--- config.mk ---
export PLATFORM = sky130hd
export DESIGN_NAME = ascon_hash_seq_flat
export DESIGN_NICKNAME = d
export VERILOG_FILES = /design/src/rtl/ascon_hash_seq_if.sv /design/src/rtl/ascon_hash_seq.sv /design/src/flat_wrapper.sv
export SDC_FILE = /design/constraint.sdc
export NUM_CORES = 1
export LEC_CHECK = 0
export BUFFER_PORTS_ARGS = -buffer_cell sky130_fd_sc_hd__buf_2
export CAP_MARGIN = 20
export CELL_PAD_IN_SITES_DETAIL_PLACEMENT = 0
export CELL_PAD_IN_SITES_GLOBAL_PLACEMENT = 2
export CORE_ASPECT_RATIO = 1.2
export CORE_MARGIN = 10
export CORE_UTILIZATION = 39
export DETAILED_ROUTE_END_ITERATION = 6
export GPL_ROUTABILITY_DRIVEN = 0
export GPL_TIMING_DRIVEN = 0
export PLACE_DENSITY = 0.86
export SETUP_SLACK_MARGIN = 0.02
export SLEW_MARGIN = 20
export SYNTH_ARGS = -nofsm -noshare
export SYNTH_HDL_FRONTEND = slang
export SYNTH_SLANG_ARGS = --single-unit
export TNS_END_PERCENT = 5
--- constraint.sdc ---
create_clock -name clk -period 4.29 [get_ports clk]
set_input_delay 0.429 -clock clk [delete_from_list [all_inputs] [get_ports clk]]
set_output_delay 0.429 -clock clk [all_outputs]
set_load 0.02 [all_outputs]
--- src/rtl/ascon_hash_seq_if.sv ---
// ascon_hash_seq_if: host-side message and hash handshake bundle for ascon_hash_seq.
// Latency: none; wires only.
// Backpressure: msg_valid_i/msg_ready_o and hash_valid_o/hash_ready_i valid-ready pairs.
interface ascon_hash_seq_if #(
   parameter int MSG_LEN  = 64,
   parameter int HASH_LEN = 256
);
   logic [MSG_LEN-1:0]  msg_i;
   logic                msg_valid_i;
   logic                msg_ready_o;
   logic [HASH_LEN-1:0] hash_o;
   logic                hash_valid_o;
   logic                hash_ready_i;
   logic                busy_o;
   logic [15:0]         cycles_o;
   logic                err_o;

   // host side: offers messages, accepts hashes
   modport master (
      output msg_i, msg_valid_i, hash_ready_i,
      input  msg_ready_o, hash_o, hash_valid_o, busy_o, cycles_o, err_o
   );

   // sequencer side
   modport slave (
      input  msg_i, msg_valid_i, hash_ready_i,
      output msg_ready_o, hash_o, hash_valid_o, busy_o, cycles_o, err_o
   );
endinterface

--- src/rtl/ascon_hash_seq.sv ---
// ascon_hash_seq: serialises a message into the bit-serial Ascon core, runs it, deserialises the hash.
// Latency: accept to hash_valid_o = LOAD_LEN+START_CYC+W+1+DRAIN_DLY+HASH_LEN cycles (W = ready-low WAIT cycles).
// Backpressure: msg_ready_o only in IDLE (no queueing); hash held in DONE until hash_ready_i.
// Optional macro HASH_SEQ_TIMEOUT_EN bounds WAIT at TIMEOUT cycles and raises err_o.
module ascon_hash_seq #(
   parameter int          MSG_LEN   = 64,
   parameter int          HASH_LEN  = 256,
   parameter int          LOAD_LEN  = 256,
   parameter int          START_CYC = 5,
   parameter int          DRAIN_DLY = 4,
   parameter logic [31:0] LFSR_SEED = 32'hACE1_5EED,
   parameter int          TIMEOUT   = 4096
) (
   input  logic            clk,
   input  logic            rst,
   ascon_hash_seq_if.slave bus,
   output logic [2:0]      core_mes_o,
   output logic [6:0]      core_r64_o,
   output logic            core_rfault_o,
   output logic            core_start_o,
   input  logic            core_hash_i,
   input  logic            core_ready_i
);

   localparam int MAX_A = (LOAD_LEN > HASH_LEN) ? LOAD_LEN : HASH_LEN;
   localparam int MAX_B = (START_CYC > DRAIN_DLY) ? START_CYC : DRAIN_DLY;
   localparam int MAX_C = (MAX_A > MAX_B) ? MAX_A : MAX_B;
   localparam int CW    = (MAX_C > 1) ? $clog2(MAX_C) : 1;

   localparam logic [CW-1:0] LOAD_LAST  = CW'(LOAD_LEN - 1);
   localparam logic [CW-1:0] START_LAST = CW'(START_CYC - 1);
   localparam logic [CW-1:0] DRAIN_LAST = CW'((DRAIN_DLY > 0) ? DRAIN_DLY - 1 : 0);
   localparam logic [CW-1:0] READ_LAST  = CW'(HASH_LEN - 1);

   // an all-zero seed would lock the LFSR up
   localparam logic [31:0] SEED = (LFSR_SEED == 32'h0) ? 32'h1 : LFSR_SEED;

   // the message shift register relies on LOAD covering every message bit
   if (LOAD_LEN < MSG_LEN || TIMEOUT < 1) begin : gBadParams
      $error("ascon_hash_seq: LOAD_LEN must be >= MSG_LEN and TIMEOUT >= 1");
   end

   typedef enum logic [2:0] {
      IDLE, LOAD, START, WAIT, DRAIN, READ, DONE
   } stateT;

   stateT              state;
   logic [CW-1:0]      ctr;
   logic [MSG_LEN-1:0] msgSr;
   logic [31:0]        lfsr;
   logic [15:0]        latCnt;
`ifdef HASH_SEQ_TIMEOUT_EN
   logic [31:0]        waitCnt;
`endif

   // Galois step for x^32+x^22+x^2+x+1, shifting right
   function automatic logic [31:0] lfsrNext(input logic [31:0] v);
      return {1'b0, v[31:1]} ^ (v[0] ? 32'h8020_0003 : 32'h0);
   endfunction

   assign bus.msg_ready_o = (state == IDLE);
   assign bus.busy_o      = (state != IDLE);

   // sequencer FSM with all core pins and host outputs registered
   always_ff @(posedge clk or negedge rst) begin
      if (!rst) begin
         state            <= IDLE;
         ctr              <= '0;
         msgSr            <= '0;
         lfsr             <= SEED;
         latCnt           <= '0;
         bus.hash_o       <= '0;
         bus.hash_valid_o <= 1'b0;
         bus.cycles_o     <= '0;
         bus.err_o        <= 1'b0;
         core_mes_o       <= '0;
         core_r64_o       <= '0;
         core_rfault_o    <= 1'b0;
         core_start_o     <= 1'b0;
`ifdef HASH_SEQ_TIMEOUT_EN
         waitCnt          <= '0;
`endif
      end else begin
         case (state)
            IDLE: begin
               if (bus.msg_valid_i) begin
                  // first LOAD cycle already presents bit MSG_LEN-1
                  msgSr          <= bus.msg_i << 1;
                  core_mes_o[0]  <= bus.msg_i[MSG_LEN-1];
                  {core_rfault_o, core_r64_o, core_mes_o[2:1]} <= lfsr[9:0];
                  lfsr           <= lfsrNext(lfsr);
                  ctr            <= '0;
                  state          <= LOAD;
`ifdef HASH_SEQ_TIMEOUT_EN
                  bus.err_o      <= 1'b0;
`endif
               end
            end
            LOAD: begin
               if (ctr == LOAD_LAST) begin
                  // core pins keep the last LOAD values through START
                  core_start_o <= 1'b1;
                  latCnt       <= '0;
                  ctr          <= '0;
                  state        <= START;
               end else begin
                  // zeros shifted into msgSr provide the padding past MSG_LEN
                  core_mes_o[0] <= msgSr[MSG_LEN-1];
                  msgSr         <= msgSr << 1;
                  {core_rfault_o, core_r64_o, core_mes_o[2:1]} <= lfsr[9:0];
                  lfsr          <= lfsrNext(lfsr);
                  ctr           <= ctr + 1'b1;
               end
            end
            START: begin
               latCnt <= latCnt + 16'd1;
               if (ctr == START_LAST) begin
                  core_start_o  <= 1'b0;
                  core_mes_o    <= '0;
                  core_r64_o    <= '0;
                  core_rfault_o <= 1'b0;
                  ctr           <= '0;
                  state         <= WAIT;
`ifdef HASH_SEQ_TIMEOUT_EN
                  waitCnt       <= '0;
`endif
               end else begin
                  ctr <= ctr + 1'b1;
               end
            end
            WAIT: begin
               if (core_ready_i) begin
                  bus.cycles_o <= latCnt;
                  ctr          <= '0;
                  state        <= (DRAIN_DLY == 0) ? READ : DRAIN;
               end else begin
                  latCnt <= (latCnt == 16'hFFFF) ? latCnt : latCnt + 16'd1;
`ifdef HASH_SEQ_TIMEOUT_EN
                  if (waitCnt == 32'(TIMEOUT - 1)) begin
                     bus.err_o        <= 1'b1;
                     bus.hash_o       <= '0;
                     bus.hash_valid_o <= 1'b1;
                     state            <= DONE;
                  end else begin
                     waitCnt <= waitCnt + 32'd1;
                  end
`endif
               end
            end
            DRAIN: begin
               ctr <= ctr + 1'b1;
               if (ctr == DRAIN_LAST) begin
                  ctr   <= '0;
                  state <= READ;
               end
            end
            READ: begin
               // shifting in from the top leaves the first captured bit at hash_o[0]
               bus.hash_o <= {core_hash_i, bus.hash_o[HASH_LEN-1:1]};
               ctr        <= ctr + 1'b1;
               if (ctr == READ_LAST) begin
                  ctr              <= '0;
                  bus.hash_valid_o <= 1'b1;
                  state            <= DONE;
               end
            end
            DONE: begin
               if (bus.hash_ready_i) begin
                  bus.hash_valid_o <= 1'b0;
                  state            <= IDLE;
               end
            end
            default: state <= IDLE;
         endcase
      end
   end

endmodule

--- src/flat_wrapper.sv ---
// flat-port wrapper written by rule: the top's interface ports become plain ports
module ascon_hash_seq_flat 
#(
   parameter int          MSG_LEN   = 64,
   parameter int          HASH_LEN  = 256,
   parameter int          LOAD_LEN  = 256,
   parameter int          START_CYC = 5,
   parameter int          DRAIN_DLY = 4,
   parameter logic [31:0] LFSR_SEED = 32'hACE1_5EED,
   parameter int          TIMEOUT   = 4096
)
  (clk, rst, core_mes_o, core_r64_o, core_rfault_o, core_start_o, core_hash_i, core_ready_i, bus_msg_i, bus_msg_valid_i, bus_hash_ready_i, bus_msg_ready_o, bus_hash_o, bus_hash_valid_o, bus_busy_o, bus_cycles_o, bus_err_o);
  ascon_hash_seq_if #(.MSG_LEN(MSG_LEN), .HASH_LEN(HASH_LEN)) bus_i ();
  input  logic clk;
  input  logic rst;
  output logic [2:0] core_mes_o;
  output logic [6:0] core_r64_o;
  output logic core_rfault_o;
  output logic core_start_o;
  input  logic core_hash_i;
  input  logic core_ready_i;
  input wire logic [$bits(bus_i.msg_i)-1:0] bus_msg_i;
  input wire logic [$bits(bus_i.msg_valid_i)-1:0] bus_msg_valid_i;
  input wire logic [$bits(bus_i.hash_ready_i)-1:0] bus_hash_ready_i;
  output wire logic [$bits(bus_i.msg_ready_o)-1:0] bus_msg_ready_o;
  output wire logic [$bits(bus_i.hash_o)-1:0] bus_hash_o;
  output wire logic [$bits(bus_i.hash_valid_o)-1:0] bus_hash_valid_o;
  output wire logic [$bits(bus_i.busy_o)-1:0] bus_busy_o;
  output wire logic [$bits(bus_i.cycles_o)-1:0] bus_cycles_o;
  output wire logic [$bits(bus_i.err_o)-1:0] bus_err_o;
  assign bus_i.msg_i = bus_msg_i;
  assign bus_i.msg_valid_i = bus_msg_valid_i;
  assign bus_i.hash_ready_i = bus_hash_ready_i;
  assign bus_msg_ready_o = bus_i.msg_ready_o;
  assign bus_hash_o = bus_i.hash_o;
  assign bus_hash_valid_o = bus_i.hash_valid_o;
  assign bus_busy_o = bus_i.busy_o;
  assign bus_cycles_o = bus_i.cycles_o;
  assign bus_err_o = bus_i.err_o;
  ascon_hash_seq #(.MSG_LEN(MSG_LEN), .HASH_LEN(HASH_LEN), .LOAD_LEN(LOAD_LEN), .START_CYC(START_CYC), .DRAIN_DLY(DRAIN_DLY), .LFSR_SEED(LFSR_SEED), .TIMEOUT(TIMEOUT)) u_core (.clk(clk), .rst(rst), .bus(bus_i), .core_mes_o(core_mes_o), .core_r64_o(core_r64_o), .core_rfault_o(core_rfault_o), .core_start_o(core_start_o), .core_hash_i(core_hash_i), .core_ready_i(core_ready_i));
endmodule
# Word level (Yosys, flattened, before mapping)
# Index checks and enable logic that the tools add are counted.
# classes
addsub,2
n_eq_ne,20
muxes,41
bitwise_logic,1
reduce_logical,17
# op_table
operator,n
$mux 64,2
$pmux 64 s2,1
$mux 32,3
$pmux 32 s2,1
$mux 16,3
$pmux 16 s3,1
$mux 8,5
$pmux 8 s5,1
$xor 31x32->32,1
$mux 3,10
$mux 7,3
$pmux 3 s7,1
$pmux 7 s3,1
$add 16x1->16 const B,1
$eq 16x16->1 const B,1
$ne 2x2->1 const B,6
$reduce_and 3->1,4
$eq 3x3->1 const B,3
$pmux 3 s3,1
$reduce_bool 3->1,3
$add 8x1->8 const B,1
$eq 8x2->1 const B,1
$eq 8x3->1 const B,1
$eq 8x8->1 const B,1
other kinds (13),25
# totals
regBits,408
out_inout_bits,288
wordCells,93

# Logic depth before layout (Yosys ltp)
# logic_depth
depth_word,4
mapped_depth,8
ltp_nobuf,7

# Worst setup path after synthesis
# Ideal clock, no wire load.
# synth_path
kind,flip-flop to flip-flop
from,reg u_core.latCnt[0]
to,reg u_core.latCnt[3]
setup_time_ps,78
arrival_time_ps,1831
required_ps,4212
setup_slack_ps,2381
path_stages_with_launch,8
cell_sequence,dfrtp_1 -> ha_1 -> and3_1 -> and3_1 -> and2_1 -> clkbuf_1 -> or4_1 -> a21oi_1
# synth_via
elab_chain_cells,4
elab_cells_between_ends,7
# synth_lines
element,line_no,text
"start, declared",ascon_hash_seq.sv:51,logic [15:0] latCnt;
"start signal, assigned",ascon_hash_seq.sv:116,latCnt <= latCnt + 16'd1;
"start signal, assigned",ascon_hash_seq.sv:137,latCnt <= (latCnt == 16'hFFFF) ? latCnt : latCnt + 16'd1;
$add 16x1->16,"ascon_hash_seq.sv:116, ascon_hash_seq.sv:137",
$mux 16,ascon_hash_seq.sv:137,
$mux 16,ascon_hash_seq.sv:132,if (core_ready_i) begin
$pmux 16 s3,ascon_hash_seq.sv:84,case (state)
# Parallel ways exist; a longest one is shown, timed or not. The select of a mux whose other input is x is not followed.
# A chain may end at the register's enable or synchronous reset.

# Worst setup path in the final report
# layout_path
from,reg u_core.ctr[1]
to,reg u_core.msgSr[54]
# layout_via
elab_chain_cells,3
# layout_lines
element,line_no,text
"start, declared",ascon_hash_seq.sv:48,logic [CW-1:0] ctr;
"start signal, assigned",ascon_hash_seq.sv:112,ctr <= ctr + 1'b1;
"start signal, assigned",ascon_hash_seq.sv:128,ctr <= ctr + 1'b1;
"start signal, assigned",ascon_hash_seq.sv:151,ctr <= ctr + 1'b1;
$eq 8x8->1,ascon_hash_seq.sv:100,if (ctr == LOAD_LAST) begin
$ne 2x2->1 (no line),-,
$reduce_and 3->1 (no line),-,
"end signal, assigned",ascon_hash_seq.sv:88,msgSr <= bus.msg_i << 1;
"end signal, assigned",ascon_hash_seq.sv:109,msgSr <= msgSr << 1;
"end, declared",ascon_hash_seq.sv:49,logic [MSG_LEN-1:0] msgSr;
# Every way passes these cells.

==> flow_results.org <==
** Clock tree
- After clock tree synthesis, the repair step resized 0 gates.
- Clock-pin slew was measured on the worst setup and hold paths at 0.06 ns.
- TritonCTS built the clock tree.
- The longest clock path from root to sink contains 3 buffers.
- Clock sink total :: 407
- The cell sitting at the root of the clock tree is a clkbuf_16.
- Worst-Skew Late Latency :: 0.55 ns
- Htree depth :: 2
- Clock buffer count from CTS :: 43

** Worst hold path
- The tightest min-delay check is of the input pin to register type.

** Synth
- The most common cell in the synthesized netlist is dfrtp_1.
- Number of enable-type register cells in the synthesized netlist :: 0
- Post-synthesis average cell area :: 13.4 sq um
- In this run, distinct cell masters in the synthesized netlist total 58.
- Count of mapped cells out of synthesis :: roughly 1200
- Among all flip-flop cells after synthesis, the most frequent one is dfrtp_1.
- Summed over its instances, the top area cell type makes up 59.4% of the synthesized netlist area.
- FFs w/ async S/R, synth :: 100%
- For this run, the number of Yosys warnings is 1.
- Most area-hungry cell type in the Yosys netlist :: dfrtp_1
- Cells taking the most area after synthesis :: dfrtp_1 (59%), mux2_2 (19%), nand2_1 (4.1%)
- In the synthesized netlist, the cells that appear most often are dfrtp_1 (388), mux2_2 (272), nand2_1 (177).
- The synthesized netlist occupies a cell area of 16400 sq um.
- Synthesis produced a netlist with a net count of 1293.
- Sequential share of the synthesized area :: 62.4%
- Number of flip-flops and latches in the synthesized netlist :: 407

** Floorplan
- Number of top-level pins :: 358
- The die covers slightly above 50000 sq um.
- For this configuration, the core starts out at a cell density of 39.3%.
- The floorplan has 82 rows.
- Die Span Y :: between 200 and 250 microns
- From left edge to right edge, the die measures 207 microns.
- The core region is ~42000 sq um.

** Pwr
- Summed over all cells, the static leakage comes to ~0.011 uW.
- VDD sags by at most 0.356 mV.
- Cell Pwr Density :: 476 nW/um^2
- Summing internal, switching and leakage power gives 9650 uW.

** Placement
- IO Port Bufs :: roughly 360
- Detailed placement finished with a half-perimeter wire length of around 30000 microns.

** Timing
- Relative slew margins :: 57.5%
- Worst Tran Pin Value :: 0.636 ns
- Unrepaired setup endpoints after global routing :: no
- For the finished layout, the period the worst path requires is about 2.5 ns.
- The final number of max-transition violations is 0.
- Final Setup Violations :: 0
- Clock skew :: 0.0132 ns
- Based on the critical path, the design can be clocked at up to ~0.4 GHz.
- Final hold analysis gives a worst-case slack of 0.123 ns.
- Final worst-path cycle share :: 58.3%
- The total count of hold-check failures in the final report is 0.

** Job
- Maxcap violations :: 0

** Drt
- Initial DRC count :: slightly below 500
- Number of remaining DRC errors :: 0
- Once detail routing completed, the nets flagged for antenna violations numbered 0.
- Number of optimization iterations in the first detailed-route pass :: 4
- Dividing the detail-routed wire length by the instance count gives 18.4 microns.
- The final layout contains routed wiring with a total length of 40300 microns.
- The routed layout has 10846 vias.
- Via-per-instance ratio :: just under 5

** Global routing
- Global routing consumed, on the met1 layer, 17.8% of the routing resources.
- Met3 capacity usage during global routing :: 5.90%
- Global Route Usage Sum :: 15.4%
- The initial antenna violation count came to 0.
- GR Layer Usage met2 :: between 20% and 30%
- First-pass GRT wire length :: 62800 microns
- Number of global-route vias before repair :: ~11000
- Entering global routing, the biggest net connects between 90 and 100 pins.
- The total overflow left after global routing is 0.
- Peak-usage layer in the global routing report :: met2

** Critical path
- Data arrival time at the worst-slack endpoint :: 2.95 ns
- The worst setup path is of the register to register kind.
- Maximum fanout encountered on the critical timing path :: 10
- STA puts the critical path data required time at 4.74 ns.
- Startpoint type of the worst setup path :: register
- Worst setup EP type :: register

** Finish
- 0 antenna diodes ended up in the layout.
- Final layout net count :: around 1700
- Area Growth Syn to Fin :: 23.9%
- Fraction of final layout cells with drive strength greater than 1 :: 46.5%

** Outcome
- Outcome :: completed
placed cells by master, fill, tap and decap left out, types with 4 or more instances in the layout:
| cell | synthesis | final |
|---|---|---|
| a21oi_1 | 13 | 13 |
| a22o_1 | 9 | 9 |
| a31oi_1 | 6 | 6 |
| buf_16 | 0 | 4 |
| buf_2 | 50 | 405 |
| clkbuf_1 | 18 | 32 |
| clkbuf_16 | 0 | 44 |
| clkbuf_8 | 0 | 4 |
| dfrtp_1 | 388 | 388 |
| dfstp_2 | 19 | 19 |
| inv_1 | 8 | 8 |
| mux2_2 | 272 | 272 |
| mux2i_1 | 63 | 63 |
| nand2_1 | 177 | 177 |
| nand3_1 | 13 | 13 |
| nand4_1 | 5 | 5 |
| nor2_1 | 10 | 10 |
| nor2b_1 | 4 | 4 |
| nor4_1 | 5 | 5 |
| o21ai_0 | 85 | 85 |
| o31ai_1 | 5 | 5 |
| or3_1 | 7 | 7 |
registers in the layout, indices dropped and copies added, names as in the netlist:
signal,flops
u_core.bus.hash_o,256
u_core.msgSr,63
u_core.lfsr,32
u_core.bus.cycles_o,16
u_core.latCnt,16
u_core.ctr,8
u_core.core_r64_o,7
u_core.core_mes_o,3
u_core.state,3
u_core.bus.hash_valid_o,1
u_core.core_rfault_o,1
u_core.core_start_o,1
path summary, 6_finish.rpt:
path | depth (start not counted) | slack [ns] | endpoint | start
worst max-delay path | 8 | 1.79 | u_core.msgSr[54] | u_core.ctr[1]
worst min-delay path | 2 | 0.12 | u_core.bus.hash_o[255] | core_hash_i
worst max register to register | 8 | 1.79 | u_core.msgSr[54] | u_core.ctr[1]
worst min register to register | 2 | 0.45 | u_core.lfsr[9] | u_core.lfsr[10]
max in group asynchronous | 4 | 2.58 | u_core.bus.hash_o[220] | rst
min in group asynchronous | 2 | 0.41 | u_core.bus.hash_o[73] | rst
routing by layer:
layer  routed length (microns)  up-vias
met4                      1020        0
met3                      3610       56
met1                     15700     5425
li1                          -     5088
met5                         0        -
met2                     20000      277
critical path: stages, from the launching register on:
cell	delay, ns
dfrtp_1	0.39
ha_1	0.25
and4_1	0.21
nand4_1	0.18
nand2_1	0.38
clkbuf_1	0.49
buf_2	0.33
nand2_1	0.07
o21ai_0	0.09
area by class of cell:
| class | count | area [sq um] |
|---|---|---|
| Fill cell | 3837 | 21400 |
| Sequential cell | 407 | 10200 |
| Multi-Input combinational cell | 735 | 5780 |
| Timing Repair Buffer | 361 | 1910 |
| Clock buffer | 62 | 1210 |
| Tap cell | 546 | 683 |
| Buffer | 70 | 337 |
| Clock inverter | 7 | 103 |
| Inverter | 8 | 30.0 |
kinds of logic after synthesis:
group / after synthesis / synth area share (%)
fa+ha+maj: 3 / 0.229
flops: 407 / 62.4
buf+inv: 78 / 2.24
xor+xnor: 5 / 0.268
other cells: 1 / 0.0229
mux: 335 / 22.6
compound gates: 139 / 5.15
simple gates: 252 / 7.11
where the power goes:
| group | internal [uW] | switching, uW | total, uW |
|---|---|---|---|
| clock network | 2070 | 1480 | 3540 |
| registers | 4250 | 248 | 4500 |
| logic | 681 | 930 | 1610 |
| total | 7000 | 2650 | 9650 |
metrics by stage:
step,TNS (ns),instance area (sq um),std cells,utilization [%],worst slack [ns]
floorplan,0,16400,1220,-,2.38
global placement,-2038.13,18800,2122,45.2,-5.20
CTS,0,20300,2196,48.6,1.76
global route,0,20300,2196,48.6,1.60
detailed placement,0,18900,2126,45.5,1.78
finish,0,20300,2196,48.6,1.79
what timing repair did:
action                                 CTS  global route
setup buffers                            0             0
hold buffers                             1             0
endpoints found under the hold margin   73             0
No activity file was read; power rests on OpenSTA's default activity.
